===== src/rtl/rst_seq.sv =====
`default_nettype none
// ============================================================================
// Module   : rst_seq
// Brief    : Multi-domain reset sequencer; lock-filtered ordered release,
//            reverse-order shutdown on software request.
// Revision : 1.0
// ============================================================================
module rst_seq #(
    parameter int N_DOMAINS = 3,
    parameter int LOCK_FILT = 4,
    parameter int REL_DLY   = 16
) (
    input  logic                 clk_i,
    input  logic                 rst_ni,
    input  logic                 lock_i,
    input  logic                 sw_rst_i,
    output logic [N_DOMAINS-1:0] rst_o,
    output logic                 ready_o,
    output logic [1:0]           state_o
);

    localparam int CNT_MAX = (LOCK_FILT > REL_DLY) ? LOCK_FILT : REL_DLY;
    localparam int CW      = $clog2(CNT_MAX + 1);
    localparam int IW      = $clog2(N_DOMAINS + 1);

    localparam logic [1:0] S_HOLD     = 2'd0;
    localparam logic [1:0] S_RELEASE  = 2'd1;
    localparam logic [1:0] S_RUN      = 2'd2;
    localparam logic [1:0] S_SHUTDOWN = 2'd3;

    localparam logic [CW-1:0]        FILT_LAST = CW'(LOCK_FILT - 1);
    localparam logic [CW-1:0]        DLY_LAST  = CW'(REL_DLY - 1);
    localparam logic [IW-1:0]        K_LAST    = IW'(N_DOMAINS - 1);
    localparam logic [IW-1:0]        K_SHUT    = IW'((N_DOMAINS > 1) ? (N_DOMAINS - 2) : 0);
    localparam logic [N_DOMAINS-1:0] ALL_ON    = {N_DOMAINS{1'b1}};
    localparam logic [N_DOMAINS-1:0] TOP_BIT   = ALL_ON ^ (ALL_ON >> 1);

    logic [1:0]    state;
    logic [CW-1:0] filt_cnt;
    logic [CW-1:0] dly_cnt;
    logic [IW-1:0] k;
    logic          lk_meta;
    logic          lk_s;

    assign state_o = state;

    always_ff @(posedge clk_i or negedge rst_ni) begin
        if (!rst_ni) begin
            state    <= S_HOLD;
            rst_o    <= ALL_ON;
            ready_o  <= 1'b0;
            filt_cnt <= '0;
            dly_cnt  <= '0;
            k        <= '0;
            lk_meta  <= 1'b0;
            lk_s     <= 1'b0;
        end else begin
            lk_meta <= lock_i;
            lk_s    <= lk_meta;

            case (state)
                S_HOLD: begin
                    rst_o   <= ALL_ON;
                    ready_o <= 1'b0;
                    if (lk_s) begin
                        if (filt_cnt == FILT_LAST) begin
                            state    <= S_RELEASE;
                            filt_cnt <= '0;
                            dly_cnt  <= '0;
                            k        <= '0;
                        end else begin
                            filt_cnt <= filt_cnt + 1'b1;
                        end
                    end else begin
                        filt_cnt <= '0;
                    end
                end

                S_RELEASE: begin
                    if (!lk_s) begin
                        state    <= S_HOLD;
                        rst_o    <= ALL_ON;
                        ready_o  <= 1'b0;
                        filt_cnt <= '0;
                        dly_cnt  <= '0;
                        k        <= '0;
                    end else if (dly_cnt == DLY_LAST) begin
                        // Shifting the thermometer left releases the lowest asserted domain
                        dly_cnt <= '0;
                        rst_o   <= rst_o << 1;
                        k       <= k + 1'b1;
                        if (k == K_LAST) begin
                            state   <= S_RUN;
                            ready_o <= 1'b1;
                        end
                    end else begin
                        dly_cnt <= dly_cnt + 1'b1;
                    end
                end

                S_RUN: begin
                    if (!lk_s) begin
                        state    <= S_HOLD;
                        rst_o    <= ALL_ON;
                        ready_o  <= 1'b0;
                        filt_cnt <= '0;
                        dly_cnt  <= '0;
                        k        <= '0;
                    end else if (sw_rst_i) begin
                        ready_o <= 1'b0;
                        rst_o   <= TOP_BIT;
                        k       <= K_SHUT;
                        dly_cnt <= '0;
                        if (N_DOMAINS == 1) begin
                            state    <= S_HOLD;
                            filt_cnt <= '0;
                        end else begin
                            state <= S_SHUTDOWN;
                        end
                    end
                end

                S_SHUTDOWN: begin
                    if (!lk_s) begin
                        state    <= S_HOLD;
                        rst_o    <= ALL_ON;
                        ready_o  <= 1'b0;
                        filt_cnt <= '0;
                        dly_cnt  <= '0;
                        k        <= '0;
                    end else if (dly_cnt == DLY_LAST) begin
                        dly_cnt <= '0;
                        rst_o   <= (rst_o >> 1) | TOP_BIT;
                        if (k == '0) begin
                            state    <= S_HOLD;
                            filt_cnt <= '0;
                        end else begin
                            k <= k - 1'b1;
                        end
                    end else begin
                        dly_cnt <= dly_cnt + 1'b1;
                    end
                end

                default: begin
                    state    <= S_HOLD;
                    rst_o    <= ALL_ON;
                    ready_o  <= 1'b0;
                    filt_cnt <= '0;
                    dly_cnt  <= '0;
                    k        <= '0;
                end
            endcase
        end
    end

endmodule
`default_nettype wire


===== config.mk =====
export PLATFORM = sky130hd
export DESIGN_NAME = rst_seq
export DESIGN_NICKNAME = d
export VERILOG_FILES = /design/src/rtl/rst_seq.sv
export SDC_FILE = /design/constraint.sdc
export NUM_CORES = 1
export LEC_CHECK = 0
export ABC_CLOCK_PERIOD_IN_PS = 2200
export CAP_MARGIN = 20
export CORE_MARGIN = 1.5
export CORE_UTILIZATION = 30
export CTS_CLUSTER_DIAMETER = 80
export DETAILED_ROUTE_END_ITERATION = 6
export PLACE_DENSITY = 0.5
export SKIP_LAST_GASP = 1
export SLEW_MARGIN = 20
export SYNTH_ARGS = -nofsm -noshare
export SYNTH_HDL_FRONTEND = slang
export SYNTH_SLANG_ARGS = --single-unit

===== constraint.sdc =====
create_clock -name clk_i -period 2.2 [get_ports clk_i]
set_clock_uncertainty 0.1 [all_clocks]
set_input_delay 0.44 -clock clk_i [delete_from_list [all_inputs] [get_ports clk_i]]
set_output_delay 0.44 -clock clk_i [all_outputs]
set_load 0.05 [all_outputs]

==> impl_metrics.toml, run 1 <==
[status]
run_status = "finished clean"

[synthesis]
ys_warn_count = 0
synth_top_area_cell = "dfrtp_1"
synth.top_cell.area_share_pct = 34.6
yosysMostFrequentCell = "dfrtp_1"
ys_top_cells_by_area = "dfrtp_1, ha_1, dfstp_2"
synth_area_sq_um = 1230
synth-seq-area-share_pct = 41.0
syn_inst = 122
synthArstFlopShare_pct = 100
synth_edf_count = 0
synth_fp_nets = 135
yosysUniqueCellTypes = 42
ys.flop_type = "dfrtp_1"
synth_area_per_cell_sq_um = 10.1
synthTopCellsByCount = "dfrtp_1, nand2_1, ha_1, inv_1, o21ai_0"
synth_seq_cells = 20

[timing]
setup_violations = 0
period_minus_slack_ns = 2.14
rsz0062_at_grt = "false"
slew_headroom_pct = 67.2
min_period_over_period_pct = 97.2
hold_viol = 0
worst_pin_slew_ns = 0.491
slew_violations = 0
worst_slack_ns = 0.0612
fmax_mhz = 468

[power_and_ir_drop]
p_int_uw = 1010
powerDensity_nw_per_um2 = 1140
ir_drop_mv = 0.422
swShare_pct = 41.7
power_frac_comb_pct = 53.7
p_switching_uw = 725
pwr-share-clk_pct = 15.8
cellLeakagePower_uw = 0.000657
seqPwrFrac_pct = 30.5

[floorplan]
pin_count = 10
coreArea_sq_um = 3970
rows = 23
dieWidth_um = 67.0
initial_core_util_pct = 30.9
die_area_sq_um = 4490
chipHeight_um = 67.0

[critical_path]
critical_path_arrival_ns = 2.18
end_kind = "flop"
critPathLaunch = "filt_cnt[1]"
reg2reg_depth = 5
timing.rr.start = "filt_cnt[1]"
crit_type = "reg -> reg"
crit_fanout = 4
required_ns = 2.24
start_kind = "flop"
r2r_slack_ns = 0.06
rr_endpoint = "k[0]"

[final_layout]
stdcell_area_sq_um = 1530
area_growth_pct = 24.1
n_antenna_cell = 0
layout.filler_cells = 419
nNetsFinal = 158
utilization_pct = 38.4
drive_gt1_share_pct = 25.0
instances_no_fill = 194

[hold_path]
holdPathEnd = "lk_s"
min_path_cells = 0
min_from = "lk_meta"
hp-class = "reg -> reg"

[drt]
via_count = 985
drt_iter0_drc = 34
drt-total-wl_um = 2700
wl_per_cell_um = 13.9
drcViolationCount = 0
ant_nets = 0
firstDrtPassIters = 4
drt-vias-per-instance = 5.08

[grt]
grt_pass1_vias = 971
grt_pass1_wl_um = 4710
grt_max_degree = 21
antenna_found_initial = 0
globalRoute.totalOverflow = 0
grt.total_usage_pct = 14.1

[cts]
cts_tree = "yes"
clkLatencyLatePin_ns = 0.25
clk_pin_slew_ns = 0.07
clockRootBuffer = "clkbuf_8"
htreeDepth = 1
numCtsBuffers = 3
clock_sinks = 20
clock_path_buffers = 2

[place]
hpwl_um = 2100
post-place-cells = 189
place_ws_ns = -0.0163
gp_congestion = 0.772
portBuffers = 9
placed_cell_area_sq_um = 1450

[flow_run]
cap_violations = 0
[metrics by stage]
stage	setup TNS (ns)	hold slack [ns]	power, uW
3_3_place_gp	0	0.235	1430
2_1_floorplan	0	0.0444	1160
5_1_grt	0	0.262	1880
3_5_place_dp	-0.0240	0.238	1460
4_1_cts	0	0.257	1750
6_report	0	0.251	1740
[flip-flops by register name (all words and copies together) (netlist names)]
name / cells
dly_cnt: 5
filt_cnt: 5
k: 2
lk_meta: 1
lk_s: 1
ready_o: 1
rst_o: 3
state_o: 2
[how the worst max path moves through the flow]
stage | to | slack (ns) | depth (start not counted)
global route | k[0] | 0.0004 | 5
global placement | k[1] | 0.02 | 5
floorplan | k[0] | 0.04 | 6
CTS | k[0] | 0.03 | 5
finish | k[0] | 0.06 | 5
detailed placement | k[0] | -0.02 | 5
[timing repair]
| item | 4_1_cts | 5_1_grt |
|---|---|---|
| setup endpoints to repair | 0 | 2 |
| gates resized for setup | 0 | 1 |
| hold buffers | 0 | 0 |
| setup buffers | 0 | 1 |
[layout by cell type, fill, tap and decap left out, drive strengths merged, types with 3 or more instances in the layout]
cell type	n
clkdlybuf4s50	6
nand4	3
a21oi	6
nand2	10
nand3	3
nor2	6
inv	9
clkbuf	4
ha	9
a31oi	4
o21ai	9
nor2b	3
dfstp	3
mux2i	4
buf	16
dfrtp	17
nor3	3
[worst max-delay path, stage by stage (launching register included)]
cell	delay, ns
dfrtp_1	0.37
ha_1	0.16
or4b_4	0.51
o21a_4	0.24
a311oi_4	0.28
mux2_1	0.35
[metal layers]
metal,vias to the layer above,wire length (um),track usage [%]
li1,490,-,-
met1,481,1240,17.7
met2,12,1350,24.3
met3,2,84,3.55
met4,0,19,3.06
met5,-,0,0
[power groups by stage]
stage                     Clock, uW  Combinational, uW  Sequential [uW]
after floorplan                   0                494              667
after global placement            0                902              532
after detailed placement          0                919              539
after CTS                       293                923              532
after global routing            309               1030              542
final                           275                934              530
[logic make-up (layout without fill, tap and decap cells)]
kind of cell    count (synthesis)  after routing  synth area share, %
xor+xnor                        1              1                0.713
simple gates                   38             38                 17.7
mux                             6              6                 5.09
buf+inv                        13             35                 4.28
fa+ha+maj                       9              9                 9.17
flops                          20             20                 41.0
compound gates                 35             35                 22.0
[area by class of cell]
type                       count  area [sq um]  share of cell area (%)
sequential                    20           507                    33.2
multi-input combinational     89           687                    45.0
timing repair buffer          22           180                    11.8
inverter                       9          33.8                    2.21
tap                           50          62.6                    4.10
clock buffer                   4          55.1                    3.61
Power figures use the tool's default switching activity.
==> run 2, diff against run 1 <==
--- a/config.mk
+++ b/config.mk
@@ -7,12 +7,10 @@
 export LEC_CHECK = 0
 export ABC_CLOCK_PERIOD_IN_PS = 2200
 export CAP_MARGIN = 20
-export CORE_MARGIN = 1.5
-export CORE_UTILIZATION = 30
+export CORE_UTILIZATION = 28
 export CTS_CLUSTER_DIAMETER = 80
 export DETAILED_ROUTE_END_ITERATION = 6
-export PLACE_DENSITY = 0.5
-export SKIP_LAST_GASP = 1
+export PLACE_DENSITY = 0.48
 export SLEW_MARGIN = 20
 export SYNTH_ARGS = -nofsm -noshare
 export SYNTH_HDL_FRONTEND = slang
==> impl_metrics.toml, run 2 (synthesis results as in run 1) <==
[cts]
clk_pin_slew_ns = 0.08
clkLatencyLatePin_ns = 0.26
cts_tree = "yes"
numCtsBuffers = 3
htreeDepth = 1
clock_sinks = 20
clockRootBuffer = "clkbuf_8"
clock_path_buffers = 2
ctsHoldBuffers = 0

[floorplan]
initial_core_util_pct = 29.9
pin_count = 10
die_area_sq_um = 4660
rows = 23
dieWidth_um = 68.2
chipHeight_um = 68.2
coreArea_sq_um = 4120

[final_layout]
stdcell_area_sq_um = 1570
instances_no_fill = 198
drive_gt1_share_pct = 27.0
n_antenna_cell = 0
final_common_cell = "buf_4"
layout_common_cells = "buf_4, dfrtp_1, nand2_1"
largestRegisters = "dly_cnt (5), filt_cnt (5), rst_o (3)"
nNetsFinal = 162
area_growth_pct = 27.9

[drt]
ant_nets = 0
drt-vias-per-instance = 5.12
firstDrtPassIters = 4
drt-total-wl_um = 2860
via_count = 1014
drcViolationCount = 0
drt_iter0_drc = 19
wl_per_cell_um = 14.4

[critical_path]
critPathLaunch = "filt_cnt[1]"
required_ns = 2.25
end_kind = "flop"
reg2reg_depth = 5
critical_path_cell_count = 5
crit_type = "reg -> reg"
crit_end = "k[0]"
cp_num_buf_inv = 0
cp_slowest_cell = "or4b_4"
rr_endpoint = "k[0]"
crit_fanout = 4
cpLargestDelayFamily = "compound AO/OA/AOI/OAI gates"
cp_slowest_stage_delay_ns = 0.51
start_kind = "flop"
timing.rr.start = "filt_cnt[1]"
critical_path_arrival_ns = 2.21
r2r_slack_ns = 0.04
path_cells = "ha_1 -> or4b_4 -> o21a_4 -> a311oi_4 -> mux2_1"

[place]
placed_cell_area_sq_um = 1470
post-place-cells = 192
hpwl_um = 2150
portBuffers = 9
place_ws_ns = 0.00878
gp_congestion = 0.772

[timing]
hold_viol = 0
worst_pin_slew_ns = 0.496
min_period_over_period_pct = 98.0
fmax_mhz = 464
setup_violations = 0
rsz0062_at_grt = "true"
slew_headroom_pct = 66.8
slew_violations = 0
worst_slack_ns = 0.0446
period_minus_slack_ns = 2.16

[grt]
globalRoute.totalOverflow = 0
grt.total_usage_pct = 14.1
grt_pass1_wl_um = 4840
antenna_found_initial = 0
grt_max_degree = 21
grt_pass1_vias = 990

[power_and_ir_drop]
cellLeakagePower_uw = 0.000683
ir_drop_mv = 0.455
p_total_uw = 1860
powerDensity_nw_per_um2 = 1180

[status]
run_status = "finished clean"

[hold_path]
hp-class = "reg -> reg"
min_from = "lk_meta"

[flow_run]
cap_violations = 0
==> run 2: routing by layer <==
metal	up-vias	GRT usage (%)	routed length [um]	part of all wire (%)
met3	6	4.00	86	3.0
met4	0	2.34	34	1.2
li1	501	-	-	-
met5	-	0	0	0
met2	10	22.7	1320	46
met1	497	18.8	1420	50
==> run 2: worst register-to-register path: cells and delay by family, from the launching register on <==
family / cells / cell delay (ns)
flip-flops: 1 / 0.37
AO/OA/AOI/OAI: 2 / 0.54
AND/OR/NAND/NOR: 1 / 0.51
adder cells (fa/ha/maj): 1 / 0.17
multiplexers: 1 / 0.36
==> run 2: report_power, final <==
| part | total (uW) | switching [uW] | internal [uW] |
|---|---|---|---|
| Combinational | 953 | 551 | 402 |
| Clock | 375 | 132 | 243 |
| Sequential | 527 | 62.7 | 464 |
==> run 2: metrics by stage <==
stage	TNS (ns)	hold WS, ns	util (%)
2_1_floorplan	0	0.0444	-
3_3_place_gp	0	0.260	35.8
3_5_place_dp	0	0.252	35.8
4_1_cts	0	0.273	37.5
5_1_grt	-0.0424	0.280	38.2
6_report	0	0.266	38.2
==> run 2: final cells by class <==
type	instances	area, sq um
fillers	419	2540
multi-input cells	89	687
flip-flops and latches	20	507
repair buffers	26	210
well taps	50	62.6
clock buffers	3	41.3
inverters	9	33.8
clock inverters	1	30.0
==> run 2: timing repair <==
| action | 4_1_cts | 5_1_grt |
|---|---|---|
| gates resized for setup | 0 | 1 |
| setup endpoints to repair | 0 | 2 |
| buffers inserted | 0 | 2 |
==> run 2: how the worst min path moves through the flow <==
| stage | end | slack [ns] | depth (start not counted) |
|---|---|---|---|
| floorplan | dly_cnt[0] | 0.04 | 0 |
| global route | lk_s | 0.28 | 0 |
| global placement | lk_s | 0.26 | 0 |
| finish | lk_s | 0.27 | 0 |
| CTS | lk_s | 0.27 | 0 |
| detailed placement | lk_s | 0.25 | 0 |
==> run 3, diff against run 2 <==
--- a/config.mk
+++ b/config.mk
@@ -10,7 +10,8 @@
 export CORE_UTILIZATION = 28
 export CTS_CLUSTER_DIAMETER = 80
 export DETAILED_ROUTE_END_ITERATION = 6
-export PLACE_DENSITY = 0.48
+export DONT_BUFFER_PORTS = 1
+export PLACE_DENSITY = 0.45
 export SLEW_MARGIN = 20
 export SYNTH_ARGS = -nofsm -noshare
 export SYNTH_HDL_FRONTEND = slang
==> impl_metrics.toml, run 3 (synthesis results as in run 1) <==
[power_and_ir_drop]
p_total_uw = 1780
ir_drop_mv = 0.379
cellLeakagePower_uw = 0.000621
powerDensity_nw_per_um2 = 1210

[final_layout]
drive_gt1_share_pct = 25.2
area_growth_pct = 20.2
instances_no_fill = 185
utilization_pct = 35.9
final_common_cell = "dfrtp_1"
nNetsFinal = 149
layout_common_cells = "dfrtp_1, buf_4, nand2_1"
largestRegisters = "dly_cnt (5), filt_cnt (5), rst_o (3)"
layout.filler_cells = 415
n_antenna_cell = 0

[critical_path]
cp_num_buf_inv = 0
timing.rr.start = "filt_cnt[1]"
cp_slowest_cell = "or4b_4"
reg2reg_depth = 5
path_cells = "ha_4 -> or4b_4 -> o21a_4 -> a311oi_4 -> mux2_1"
critPathLaunch = "filt_cnt[1]"
crit_fanout = 4
end_kind = "flop"
critical_path_cell_count = 5
cpLargestDelayFamily = "simple AND/OR/NAND/NOR gates"
critical_path_arrival_ns = 2.19
start_kind = "flop"
crit_type = "reg -> reg"
required_ns = 2.25
cp_slowest_stage_delay_ns = 0.50

[floorplan]
pin_count = 10
chipHeight_um = 68.2
initial_core_util_pct = 29.9
die_area_sq_um = 4660
coreArea_sq_um = 4120
dieWidth_um = 68.2
rows = 23

[timing]
fmax_mhz = 466
slew_violations = 0
hold_viol = 0
min_period_over_period_pct = 97.5
worst_pin_slew_ns = 0.897
setup_violations = 0
fin_hold_ws_ns = 0.0977
setup-tns-final_ns = 0
period_minus_slack_ns = 2.14
slew_headroom_pct = 40.0

[grt]
grt_pass1_vias = 1028
antenna_found_initial = 0
grt_pass1_wl_um = 4700
globalRoute.totalOverflow = 0
grt_max_degree = 21
grt.total_usage_pct = 13.8

[cts]
clock_sinks = 20
clockRootBuffer = "clkbuf_8"
htreeDepth = 1
clk_pin_slew_ns = 0.08
cts_tree = "yes"
clkLatencyLatePin_ns = 0.26
numCtsBuffers = 3
clock_path_buffers = 2

[drt]
drt-vias-per-instance = 5.37
via_count = 993
drt_iter0_drc = 45
firstDrtPassIters = 4
drcViolationCount = 0
drt-total-wl_um = 2740
wl_per_cell_um = 14.8
ant_nets = 0

[hold_path]
min_path_cells = 0
hp-class = "in -> reg"
min_from = "lock_i"

[place]
portBuffers = 0
post-place-cells = 179
gp_congestion = 0.756
hpwl_um = 2070

[status]
run_status = "finished clean"

[flow_run]
cap_violations = 0
## run 3: power breakdown
group          switching (uW)  leakage, uW  internal [uW]  total [uW]
Clock                     130    0.0000357            243         373
Sequential                174     0.000256            469         642
Combinational             432     0.000329            334         766
Total                     736     0.000621           1050        1780
## run 3: layout make-up
class | count | area, sq um | area share (%)
Multi-Input combinational cell | 89 | 702 | 47.5
Sequential cell | 20 | 507 | 34.3
Timing Repair Buffer | 13 | 100 | 6.78
Tap cell | 50 | 62.6 | 4.24
Clock buffer | 3 | 41.3 | 2.80
Inverter | 9 | 33.8 | 2.29
Clock inverter | 1 | 30.0 | 2.03
## run 3: metrics by stage
step / worst slack [ns] / area [sq um]
6_report: 0.0559 / 1480
5_1_grt: -0.00424 / 1480
4_1_cts: 0.0103 / 1440
3_5_place_dp: -0.0183 / 1360
3_3_place_gp: 0.0335 / 1360
2_1_floorplan: 0.0378 / 1230
## run 3: what timing repair did
item                                    in CTS  in global routing
endpoints found under the hold margin       20                  0
pin swaps                                    1                  0
endpoints found under the setup margin       2                  3
setup buffers                                0                  1
hold buffers                                 1                  0
resized for setup                            0                  4
## run 3: worst paths after layout
path                         endpoint  slack (ns)
hold / removal                lk_meta         0.1
setup reg to reg                 k[1]        0.06
hold reg to reg                  lk_s        0.25
min in group asynchronous     ready_o        0.64
max in group asynchronous  state_o[1]        0.75
setup / recovery                 k[1]        0.06
## run 3: layer usage
| metal | routed length, um | up-vias | track usage (%) |
|---|---|---|---|
| met5 | 0 | - | 0 |
| met4 | 40 | 0 | 5.47 |
| met3 | 89 | 5 | 2.33 |
| met2 | 1320 | 14 | 23.2 |
| met1 | 1290 | 500 | 17.3 |
| li1 | - | 474 | - |
## run 3: worst reg2reg max path: stages, from the launching register on
cell and delay [ns]:
dfrtp_1 0.42, ha_4 0.17, or4b_4 0.50, o21a_4 0.25
a311oi_4 0.24, mux2_1 0.35
